### src/rtl/audio_pwm_periph.sv
// Memory-mapped audio output: CPU stores feed a PCM sample FIFO, a programmable
// sample-rate timer pops one sample per tick into the duty register of a free-running PWM.
module audio_pwm_periph #(
  parameter logic [31:0] BASE_ADDR   = 32'h1000_0000,
  parameter int          SAMPLE_W    = 8,
  parameter int          FIFO_DEPTH  = 16,
  parameter int          IRQ_THRESH  = 4,
  parameter logic [31:0] DEFAULT_DIV = 32'd2267
) (
  input  logic        clk,
  input  logic        rst,
  input  logic [31:0] bus_addr,
  input  logic [31:0] bus_wdata,
  input  logic        bus_we,
  output logic [31:0] bus_rdata,
  output logic        pwm_out,
  output logic        irq
);
  localparam int PTR_W = $clog2(FIFO_DEPTH);
  localparam int LVL_W = PTR_W + 1;
  localparam logic [LVL_W-1:0]    LVL_FULL = LVL_W'(FIFO_DEPTH);
  localparam logic [LVL_W-1:0]    LVL_IRQ  = LVL_W'(IRQ_THRESH);
  localparam logic [SAMPLE_W-1:0] PWM_LAST = SAMPLE_W'((2 ** SAMPLE_W) - 2);

  logic                r_en;
  logic [31:0]         r_div;
  logic [31:0]         r_div_cnt;
  logic [SAMPLE_W-1:0] r_mem [FIFO_DEPTH];
  logic [PTR_W-1:0]    r_wr_ptr;
  logic [PTR_W-1:0]    r_rd_ptr;
  logic [LVL_W-1:0]    r_level;
  logic                r_ovf;
  logic                r_unf;
  logic [SAMPLE_W-1:0] r_duty;
  logic [SAMPLE_W-1:0] r_pwm_cnt;
  logic                r_pwm_out;
  logic                r_irq;

  logic                w_sel;
  logic [1:0]          w_off;
  logic                w_wr_ctrl, w_wr_stat, w_wr_data, w_wr_div;
  logic                w_flush, w_empty, w_full, w_tick;
  logic                w_pop, w_push, w_ovf_set, w_unf_set;
  logic [LVL_W-1:0]    w_level_next;
  logic                w_unused;

  // Single-cycle bus with no handshake: a selected store commits on the next rising
  // edge, and read data is a pure function of the current address and register state.
  assign w_sel     = (bus_addr[31:4] == BASE_ADDR[31:4]);
  assign w_off     = bus_addr[3:2];
  assign w_unused  = ^bus_addr[1:0];
  assign w_wr_ctrl = w_sel & bus_we & (w_off == 2'd0);
  assign w_wr_stat = w_sel & bus_we & (w_off == 2'd1);
  assign w_wr_data = w_sel & bus_we & (w_off == 2'd2);
  assign w_wr_div  = w_sel & bus_we & (w_off == 2'd3);

  assign w_flush   = w_wr_ctrl & bus_wdata[1];
  assign w_empty   = (r_level == '0);
  assign w_full    = (r_level == LVL_FULL);
  assign w_tick    = r_en & (r_div_cnt == r_div);

  // Flush overrides both FIFO ports; a pop frees the slot a same-cycle push needs.
  assign w_pop     = w_tick & ~w_empty & ~w_flush;
  assign w_push    = w_wr_data & ~w_flush & (~w_full | w_pop);
  assign w_ovf_set = w_wr_data & ~w_flush & w_full & ~w_pop;
  assign w_unf_set = w_tick & w_empty;

  always_comb begin
    w_level_next = r_level;
    if (w_flush)
      w_level_next = '0;
    else if (w_push && !w_pop)
      w_level_next = r_level + 1'b1;
    else if (w_pop && !w_push)
      w_level_next = r_level - 1'b1;
  end

  always_comb begin
    bus_rdata = '0;
    if (w_sel) begin
      case (w_off)
        2'd0:    bus_rdata = {31'd0, r_en};
        2'd1:    bus_rdata = {16'd0, 8'(r_level), 4'd0, r_unf, r_ovf, w_full, w_empty};
        2'd3:    bus_rdata = r_div;
        default: bus_rdata = '0;
      endcase
    end
  end

  always_ff @(posedge clk) begin
    if (w_push)
      r_mem[r_wr_ptr] <= bus_wdata[SAMPLE_W-1:0];
  end

  always_ff @(posedge clk or posedge rst) begin
    if (rst) begin
      r_en      <= 1'b0;
      r_div     <= DEFAULT_DIV;
      r_div_cnt <= '0;
      r_wr_ptr  <= '0;
      r_rd_ptr  <= '0;
      r_level   <= '0;
      r_ovf     <= 1'b0;
      r_unf     <= 1'b0;
      r_duty    <= '0;
      r_pwm_cnt <= '0;
      r_pwm_out <= 1'b0;
      r_irq     <= 1'b0;
    end else begin
      if (w_wr_ctrl) r_en  <= bus_wdata[0];
      if (w_wr_div)  r_div <= bus_wdata;

      // A counter left above a freshly lowered DIV runs on through the 2**32 wrap.
      if (!r_en || w_tick) r_div_cnt <= '0;
      else                 r_div_cnt <= r_div_cnt + 32'd1;

      if (w_push) r_wr_ptr <= r_wr_ptr + 1'b1;
      if (w_flush)    r_rd_ptr <= r_wr_ptr;
      else if (w_pop) r_rd_ptr <= r_rd_ptr + 1'b1;
      r_level <= w_level_next;

      if (w_pop) r_duty <= r_mem[r_rd_ptr];

      r_ovf <= w_ovf_set | (r_ovf & ~(w_wr_stat & bus_wdata[2]));
      r_unf <= w_unf_set | (r_unf & ~(w_wr_stat & bus_wdata[3]));

      if (!r_en || r_pwm_cnt == PWM_LAST) r_pwm_cnt <= '0;
      else                                r_pwm_cnt <= r_pwm_cnt + 1'b1;

      r_pwm_out <= r_en & (r_pwm_cnt < r_duty);
      r_irq     <= r_en & (w_level_next <= LVL_IRQ);
    end
  end

  assign pwm_out = r_pwm_out;
  assign irq     = r_irq;
endmodule

### config.mk
export PLATFORM = sky130hd
export DESIGN_NAME = audio_pwm_periph
export DESIGN_NICKNAME = d
export VERILOG_FILES = /design/src/rtl/audio_pwm_periph.sv
export SDC_FILE = /design/constraint.sdc
export NUM_CORES = 1
export LEC_CHECK = 0
export ABC_CLOCK_PERIOD_IN_PS = 3600
export CORE_MARGIN = 2
export CORE_UTILIZATION = 57
export CTS_CLUSTER_SIZE = 30
export DETAILED_ROUTE_END_ITERATION = 8
export PLACE_DENSITY = 0.89
export SETUP_SLACK_MARGIN = 0.2
export SLEW_MARGIN = 5
export SYNTH_ARGS = -nofsm -noshare
export SYNTH_HDL_FRONTEND = slang
export SYNTH_SLANG_ARGS = --single-unit
export TNS_END_PERCENT = 100
### constraint.sdc
create_clock -name clk -period 3.6 [get_ports clk]
set_clock_uncertainty 0.05 [all_clocks]
set_input_delay 0.72 -clock clk [delete_from_list [all_inputs] [get_ports clk]]
set_output_delay 0.72 -clock clk [all_outputs]
set_load 0.01 [all_outputs]
After elaboration in Yosys (flattened, before gate mapping)
Memories as Yosys holds them, arrays and structs flattened. A register that Yosys moved wholly into a read port is not among the register bits.
Cells that the tools add are included.

word-level totals
  latch bits = 0
  register bits after elaboration = 90
  memories = 1
  RAM bits = 128
  output and inout bits = 34
  bits in read-only memories = 0
  input port bits = 67

cells by class
  shift-type cells = 0
  $add $sub $neg = 6
  magnitude comparators = 2
  div/mod/pow operators = 0
  eq/ne operators = 7
  bitwise logic cells = 29
  multiply operators = 0
  muxes and demuxes = 11
  reduce and logical (&&, ||, !) cells = 10

memories
  memory  words  bits a word  rd ports  clocked after Yosys merged registers in  write ports  line  RTL
  r_mem   16     8            1         1                                        1            28    logic [SAMPLE_W-1:0] r_mem [FIFO_DEPTH];

operator list
  operator                                                                          count
  32-bit case mux with 3 select lines                                               1
  32-bit 2-to-1 mux                                                                 2
  32-bit by 1-bit adder with 32-bit output, second input constant                   1
  32-bit equality test                                                              1
  28-bit by 25-bit equality test with 1-bit output, second input constant           1
  1-bit bitwise AND                                                                 20
  5-bit 2-to-1 mux                                                                  3
  4-bit by 1-bit adder with 4-bit output, second input constant                     2
  8-bit by 1-bit adder with 8-bit output, second input constant                     1
  8-bit equality test, second input constant                                        1
  8-bit less-than comparator                                                        1
  4-bit 2-to-1 mux                                                                  2
  8-bit 2-to-1 mux                                                                  1
  1-bit inverter                                                                    6
  5-bit by 1-bit adder with 5-bit output, second input constant                     1
  5-bit equality test, second input constant                                        1
  5-bit by 3-bit less-or-equal comparator with 1-bit output, second input constant  1
  5-bit logical NOT                                                                 1
  5-bit by 1-bit subtractor with 5-bit output, second input constant                1
  2-bit equality test, second input constant                                        2
  1-bit logical NOT                                                                 3
  1-bit OR                                                                          3
  2-bit by 1-bit equality test with 1-bit output, second input constant             1
  1-bit logical AND                                                                 2
  4 further kinds                                                                   6

Depth between registers and ports, before layout
Gate-level depths: netlist (run 1).

  depth after elaboration = 15
  depth in mapped cells = 11
  mapped depth without buffers = 9

Worst setup path before layout (run 1)
No wires, ideal clock.

  kind = input -> register
  start = input bus_addr[14]
  end = memory r_mem[3][0], enable pin
  library setup time = 395 ps
  path buffers = 0
  slack = 366 ps
  data arrival time = 2789 ps
  cell stages on the path = 5
  cells stage by stage = nor4_1 nand4_1 nor4_4 a21bo_2 nor4_1

on the way
  cells in the longest elaborated chain, start to end = 10
  elaborated cells between the ends (all ways) = 12

RTL lines
  what                                                  line    RTL
  from (decl)                                           12      input logic [31:0] bus_addr,
  28-bit by 25-bit equality test with 1-bit output (*)  49      assign w_sel = (bus_addr[31:4] == BASE_ADDR[31:4]);
  1-bit bitwise AND (*)                                 52, 54
  1-bit bitwise AND                                     52      assign w_wr_ctrl = w_sel & bus_we & (w_off == 2'd0);
  1-bit bitwise AND                                     57      assign w_flush = w_wr_ctrl & bus_wdata[1];
  1-bit inverter                                        63, 64
  1-bit bitwise AND                                     63      assign w_pop = w_tick & ~w_empty & ~w_flush;
  1-bit OR                                              64      assign w_push = w_wr_data & ~w_flush & (~w_full | w_pop);
  1-bit bitwise AND (*)                                 64
  1-bit 2-to-1 mux (*)                                  91      if (w_push)
  1-bit 2-to-1 mux (not written as such) (*)            92      r_mem[r_wr_ptr] <= bus_wdata[SAMPLE_W-1:0];
  to (decl)                                             28

Mark *: on every way between the ends. The rest lies on a longest branch, timed or not.

Worst setup path after layout (run 1)
  start = input bus_addr[14]
  end = output bus_rdata[6]

on the way
  cells in the longest elaborated chain, start to end = 2

RTL lines
  what                                              line  RTL
  28-bit by 25-bit equality test with 1-bit output  49
  32-bit 2-to-1 mux                                 80    if (w_sel) begin
  to (decl)                                         15    output logic [31:0] bus_rdata,

No other way between the ends.

==> impl_metrics.ini, run 1 <==
[worst_setup_path]
path_cells = clkdlybuf4s50_1 -> nor4_2 -> nand4_1 -> nor2_2 -> nand2_2 -> nor2_4 -> buf_12 -> and2_1 -> dlygate4sd2_1
max_stage_delay_ns = 0.43
cp.arrival_ns = 2.61
ff2ff_setup_slack_ns = 0.33
worstSetupPathType = primary input to output port
worst_setup_path_end_kind = output port
crit_slowest_cell = clkdlybuf4s50_1
r2r_end = r_mem[6][7]$_DFFE_PP_
path_max_fanout = 24
crit_path_start_kind = primary input
r2r_cells = 9
reg2reg_from = r_div[8]$_DFFE_PP0P_
crit_path_start = bus_addr[14]
required_ns = 2.83

[finish]
diodes = 0
area_delta_synth_final_pct = 21.2
multiInputGateArea_um2 = 3800
finish.utilization_pct = 69.7
drive_above_1_share_pct = 21.4
nets = 924
regArea_um2 = 6310
final_cells = 1085
fillers = 1086
layout_commonest_cell = edfxtp_1
final_cell_mix = 128 x edfxtp_1, 90 x dfrtp_1, 67 x nor2_1, 66 x xor2_1, 66 x clkdlybuf4s50_1

[drt]
first_iter_violations = 498
vias = 6475
dr.pass1.iters = 5
ant_nets = 0
wirelength_um = 23900
viasPerCell = 5.97
avgRoutedWirePerCell_um = 22.0
drc = 0

[synthesis]
synth_ff_type = edfxtp_1
synthDistinctLibCells = 47
ys_warn_count = 0
syn_avg_cell_area_um2 = 14.5
syn_area_um2 = 10300
synth_cells = 708
synth_edf_count = 128
synthArstFlopShare_pct = 43.4
ys_ff_latch = 226
yosysSeqAreaShare_pct = 61.4
syn_nets = 793

[worst_hold_path]
hold_class = flip-flop to flip-flop
whs_endpoint = r_unf$_DFF_PP0_
hold_start = r_unf$_DFF_PP0_
hold-path-cell-count = 2

[global_routing]
grtUsageMet3_pct = 3.22
grt_util_met1_pct = 34.3
global_route.usage.total_pct = 25.3
grt_max_degree = 40
antenna_found_initial = 0
met2_usage_pct = 43.4
grt_first_pass_wirelength_um = 38000
grt_overflow_total = 0
grt.busiest_layer = met2
grt_pass1_vias = 6724

[floorplan]
design.die.area_um2 = 19100
core_um2 = 17800
start_util_pct = 57.5
ios = 101
rows = 49
fp.dieW_um = 138
die_h_um = 138

[sta]
fin_crit_ns = 3.38
rsz0062_at_grt = yes
setup_viol = 0
relSlewSlack_pct = 44.9
max_clock_freq_mhz = 295
hold_viol = 0
drv_slew = 0
period_share_pct = 94.0
worst-slew-pin-transition_ns = 0.824

[job]
maxCapViolCount = 0

[clock_tree]
clkTransAtPathRegs_ns = 0.06
clockRootBuffer = clkbuf_16
cts_tree = built
insertion_delay_ns = 0.51
cts_sinks = 226
hold_buffers = 0
cts_max_level = 1
cts-buffers-inserted = 23
cts_buffer_depth = 3

[placed_design]
port_buffers = 98
place.gp.congestion = 0.834
post-dp-hpwl_um = 15800
dp_cells = 1041

[run_status]
outcome = completed

[power]
peakVddDrop_mv = 0.311
leakage_uw = 0.00514
power_density_nw_per_um2 = 427
-- report_power, final --
group	leakage [µW]	internal [µW]	total, µW	switching (µW)
Clock	0.000381	1480	2440	958
Combinational	0.00230	69.7	137	67.2
Sequential	0.00245	2740	2740	0.000238
Total	0.00514	4290	5320	1030
-- logic make-up after synthesis --
| group | after synthesis | share of synthesized area (%) |
|---|---|---|
| xor gates and xnor gates | 78 | 6.66 |
| adders and majority gates | 18 | 2.19 |
| muxes | 95 | 14.6 |
| AOI/OAI and AO/OA | 24 | 1.74 |
| and+or+nand+nor | 222 | 11.5 |
| DFF | 226 | 61.4 |
| buffers and inverters | 45 | 1.84 |
-- layer usage --
| layer | part of all wire, % | up-vias |
|---|---|---|
| met5 | 0 | - |
| met4 | 2.8 | 0 |
| met3 | 5.7 | 50 |
| met2 | 52 | 278 |
| li1 | - | 2850 |
| met1 | 40 | 3297 |
-- worst max-delay path: cells and delay by family --
kind                   cells  cell delay, ns
buffers and inverters      3            0.84
AND/OR/NAND/NOR            6            1.03
-- per-stage QoR --
step	hold slack, ns	total power (µW)	setup TNS [ns]	setup WS (ns)	area (µm²)
5_1_grt	0.483	5460	0	0.116	12400
3_3_place_gp	0.429	2920	0	0.0164	11700
2_1_floorplan	0.397	2820	0	0.280	10300
4_1_cts	0.458	5340	0	0.210	12400
3_5_place_dp	0.439	2930	-1.57	-0.105	11700
6_report	0.458	5320	0	0.215	12400
-- repair_timing --
item / in CTS / in global routing
pin swaps: 3 / 6
endpoints found under the setup margin: 32 / 35
gates resized for setup: 34 / 24
setup buffers: 1 / 1
endpoints found under the hold margin: 0 / 0
-- sequential cells by signal, summed over array words and instances, names as in the netlist --
signal     count
irq            1
r_level        5
r_en           1
r_mem        128
r_duty         8
r_div_cnt     32
pwm_out        1
r_ovf          1
r_wr_ptr       4
r_unf          1
r_div         32
r_rd_ptr       4
r_pwm_cnt      8
-- area by class of cell --
cell class,instances,area share [%]
Clock buffer,34,5.28
Clock inverter,8,0.946
Inverter,20,0.624
Multi-Input combinational cell,437,30.6
Sequential cell,226,50.7
Tap cell,229,2.30
Timing Repair Buffer,131,9.57
-- synth_stat cells (12+ instances only) --
library cell  number  area [µm²]
inv_1             20        75.1
and2_1            38         238
ha_1              18         225
nor4_1            19         119
clkbuf_1          13        48.8
edfxtp_1         128        3840
xnor2_1           12         105
mux2_2            41         462
mux4_2            40         901
nand3_1           26         130
xor2_1            66         578
nand4_1           12        75.1
nand2_1           30         113
dfrtp_1           91        2280
mux2i_1           14         140
nor2_1            67         251
-- how the worst max path moves through the flow --
stage	end	cells after the start
after floorplan	irq$_DFF_PP0_	1
after global placement	bus_rdata[26]	9
after detailed placement	bus_rdata[5]	9
after CTS	bus_rdata[5]	9
after global routing	bus_rdata[6]	9
final	bus_rdata[6]	9
No activity file was read; power rests on OpenSTA's default activity.
==> run 2, diff against run 1 <==
- SETUP_SLACK_MARGIN: 0.2 -> 0.02
- SKIP_CTS_REPAIR_TIMING: not set -> 1
==> impl_metrics.ini, run 2 (synthesized netlist as in run 1, its figures left out) <==
[sta]
fin_crit_ns = 3.45
worst-slew-pin-transition_ns = 0.825
max_clock_freq_mhz = 290
rsz0062_at_grt = no
period_share_pct = 95.9
drv_slew = 0
worst_slack_ns = 0.148
setup_viol = 0
hold_ws_ns = 0.458
relSlewSlack_pct = 44.8
hold_viol = 0

[clock_tree]
cts_tree = built
insertion_delay_ns = 0.51
cts_max_level = 1
clkTransAtPathRegs_ns = 0.06
cts_sinks = 226
clockRootBuffer = clkbuf_16
cts-buffers-inserted = 23
cts_buffer_depth = 3

[placed_design]
dp_slack_ns = -0.105
placed_area_um2 = 11700
place.gp.congestion = 0.834
port_buffers = 98
post-dp-hpwl_um = 15800

[global_routing]
grt_pass1_vias = 6712
grt_first_pass_wirelength_um = 37900
global_route.usage.total_pct = 25.3
grt_overflow_total = 0
grt_max_degree = 40
antenna_found_initial = 0

[floorplan]
start_util_pct = 57.5
ios = 101
design.die.area_um2 = 19100
rows = 49
die_h_um = 138
core_um2 = 17800
fp.dieW_um = 138

[finish]
drive_above_1_share_pct = 20.0
regArea_um2 = 6310
area_delta_synth_final_pct = 22.4
layout_commonest_cell = edfxtp_1
nets = 922
top_register = r_mem
multiInputGateArea_um2 = 3790
diodes = 0
final_cell_mix = 128 x edfxtp_1, 90 x dfrtp_1, 67 x nor2_1, 67 x clkdlybuf4s50_1, 66 x xor2_1
fillers = 1050
largest_registers = r_mem (128), r_div (32), r_div_cnt (32)
largest_reg_flops = 128
post-route-cell-area_um2 = 12600

[worst_hold_path]
hold-path-cell-count = 2
hold_class = flip-flop to flip-flop
hold_start = r_unf$_DFF_PP0_
whs_endpoint = r_unf$_DFF_PP0_

[drt]
wirelength_um = 23700
avgRoutedWirePerCell_um = 21.9
drc = 0
ant_nets = 0
vias = 6467
first_iter_violations = 557
dr.pass1.iters = 6
viasPerCell = 5.97

[job]
maxCapViolCount = 0

[power]
power.total_uw = 5320
peakVddDrop_mv = 0.312
power_frac_comb_pct = 2.6
power.switching_uw = 1030
intPower_uw = 4290
power_switching_share_pct = 19.3
leakage_uw = 0.00559
power_density_nw_per_um2 = 423
clockPowerShare_pct = 45.9
power.share.sequential_pct = 51.6

[worst_setup_path]
path_max_fanout = 6
r2r_cells = 9
cp.arrival_ns = 2.68
worst_setup_path_end_kind = output port
ff2ff_setup_slack_ns = 0.31
required_ns = 2.83
reg2reg_from = r_div[1]$_DFFE_PP1P_
crit_path_start_kind = primary input
r2r_end = r_mem[6][7]$_DFFE_PP_
worstSetupPathType = primary input to output port

[run_status]
outcome = completed
run 2: cell count changes in the layout (fill, tap and decap cells not counted), sizes merged:
| cell | before | now |
|---|---|---|
| dlymetal6s2s | 0 | 31 |
| dlygate4sd2 | 21 | 0 |
| clkbuf | 44 | 34 |
| buf | 33 | 31 |
| clkdlybuf4s15 | 1 | 0 |
| clkdlybuf4s50 | 66 | 67 |
run 2: worst max path at each step:
stage | from | endpoint | slack [ns] | cells past startpoint
6_report | bus_addr[12] | bus_rdata[0] | 0.15 | 7
5_1_grt | bus_addr[4] | bus_rdata[0] | 0.07 | 7
4_1_cts | bus_addr[14] | bus_rdata[5] | -0.12 | 9
3_5_place_dp | bus_addr[14] | bus_rdata[5] | -0.11 | 9
3_3_place_gp | bus_addr[6] | bus_rdata[26] | 0.02 | 9
2_1_floorplan | rst | irq$_DFF_PP0_ | 0.28 | 1
run 2: worst max-delay path, cell delays in order:
cell and delay (ns):
clkdlybuf4s50_1 0.41, nor4_1 0.35, nand4_1 0.22, nor2_2 0.16
buf_4 0.16, and2_1 0.12, clkdlybuf4s50_1 0.54
run 2: per-stage QoR:
stage	TNS [ns]	utilization, %	std cells
2_1_floorplan	0	-	708
4_1_cts	-1.85	69.9	1083
6_report	0	70.4	1083
3_5_place_dp	-1.57	65.5	1041
3_3_place_gp	0	65.5	1041
5_1_grt	0	70.4	1083
run 2: power by group through the flow:
| stage | clock network [µW] | registers (µW) | logic (µW) |
|---|---|---|---|
| finish | 2440 | 2740 | 137 |
| global route | 2570 | 2740 | 149 |
| CTS | 2460 | 2740 | 136 |
| detailed placement | 0 | 2790 | 136 |
| global placement | 0 | 2790 | 132 |
| floorplan | 0 | 2790 | 26.5 |
run 2: per-layer routing:
metal	part of all wire, %	routed length [µm]	GRT usage [%]	vias up
met5	0	0	0	-
met4	2.9	690	7.89	0
met3	5.9	1400	3.19	53
met2	52	12200	43.4	290
met1	40	9410	34.3	3283
li1	-	-	-	2841
run 2: area by class of cell:
cell class | count | share of cell area [%]
sequential | 226 | 50.2
multi-input combinational | 437 | 30.2
timing repair buffer | 129 | 10.6
clock buffer | 34 | 5.23
tap | 229 | 2.28
clock inverter | 8 | 0.936
inverter | 20 | 0.617
==> run 3, diff against run 2 <==
- SLEW_MARGIN: 5 -> 20
==> results of run 3 <==
No change in the layout: final DEF, timing and power equal those of run 2.
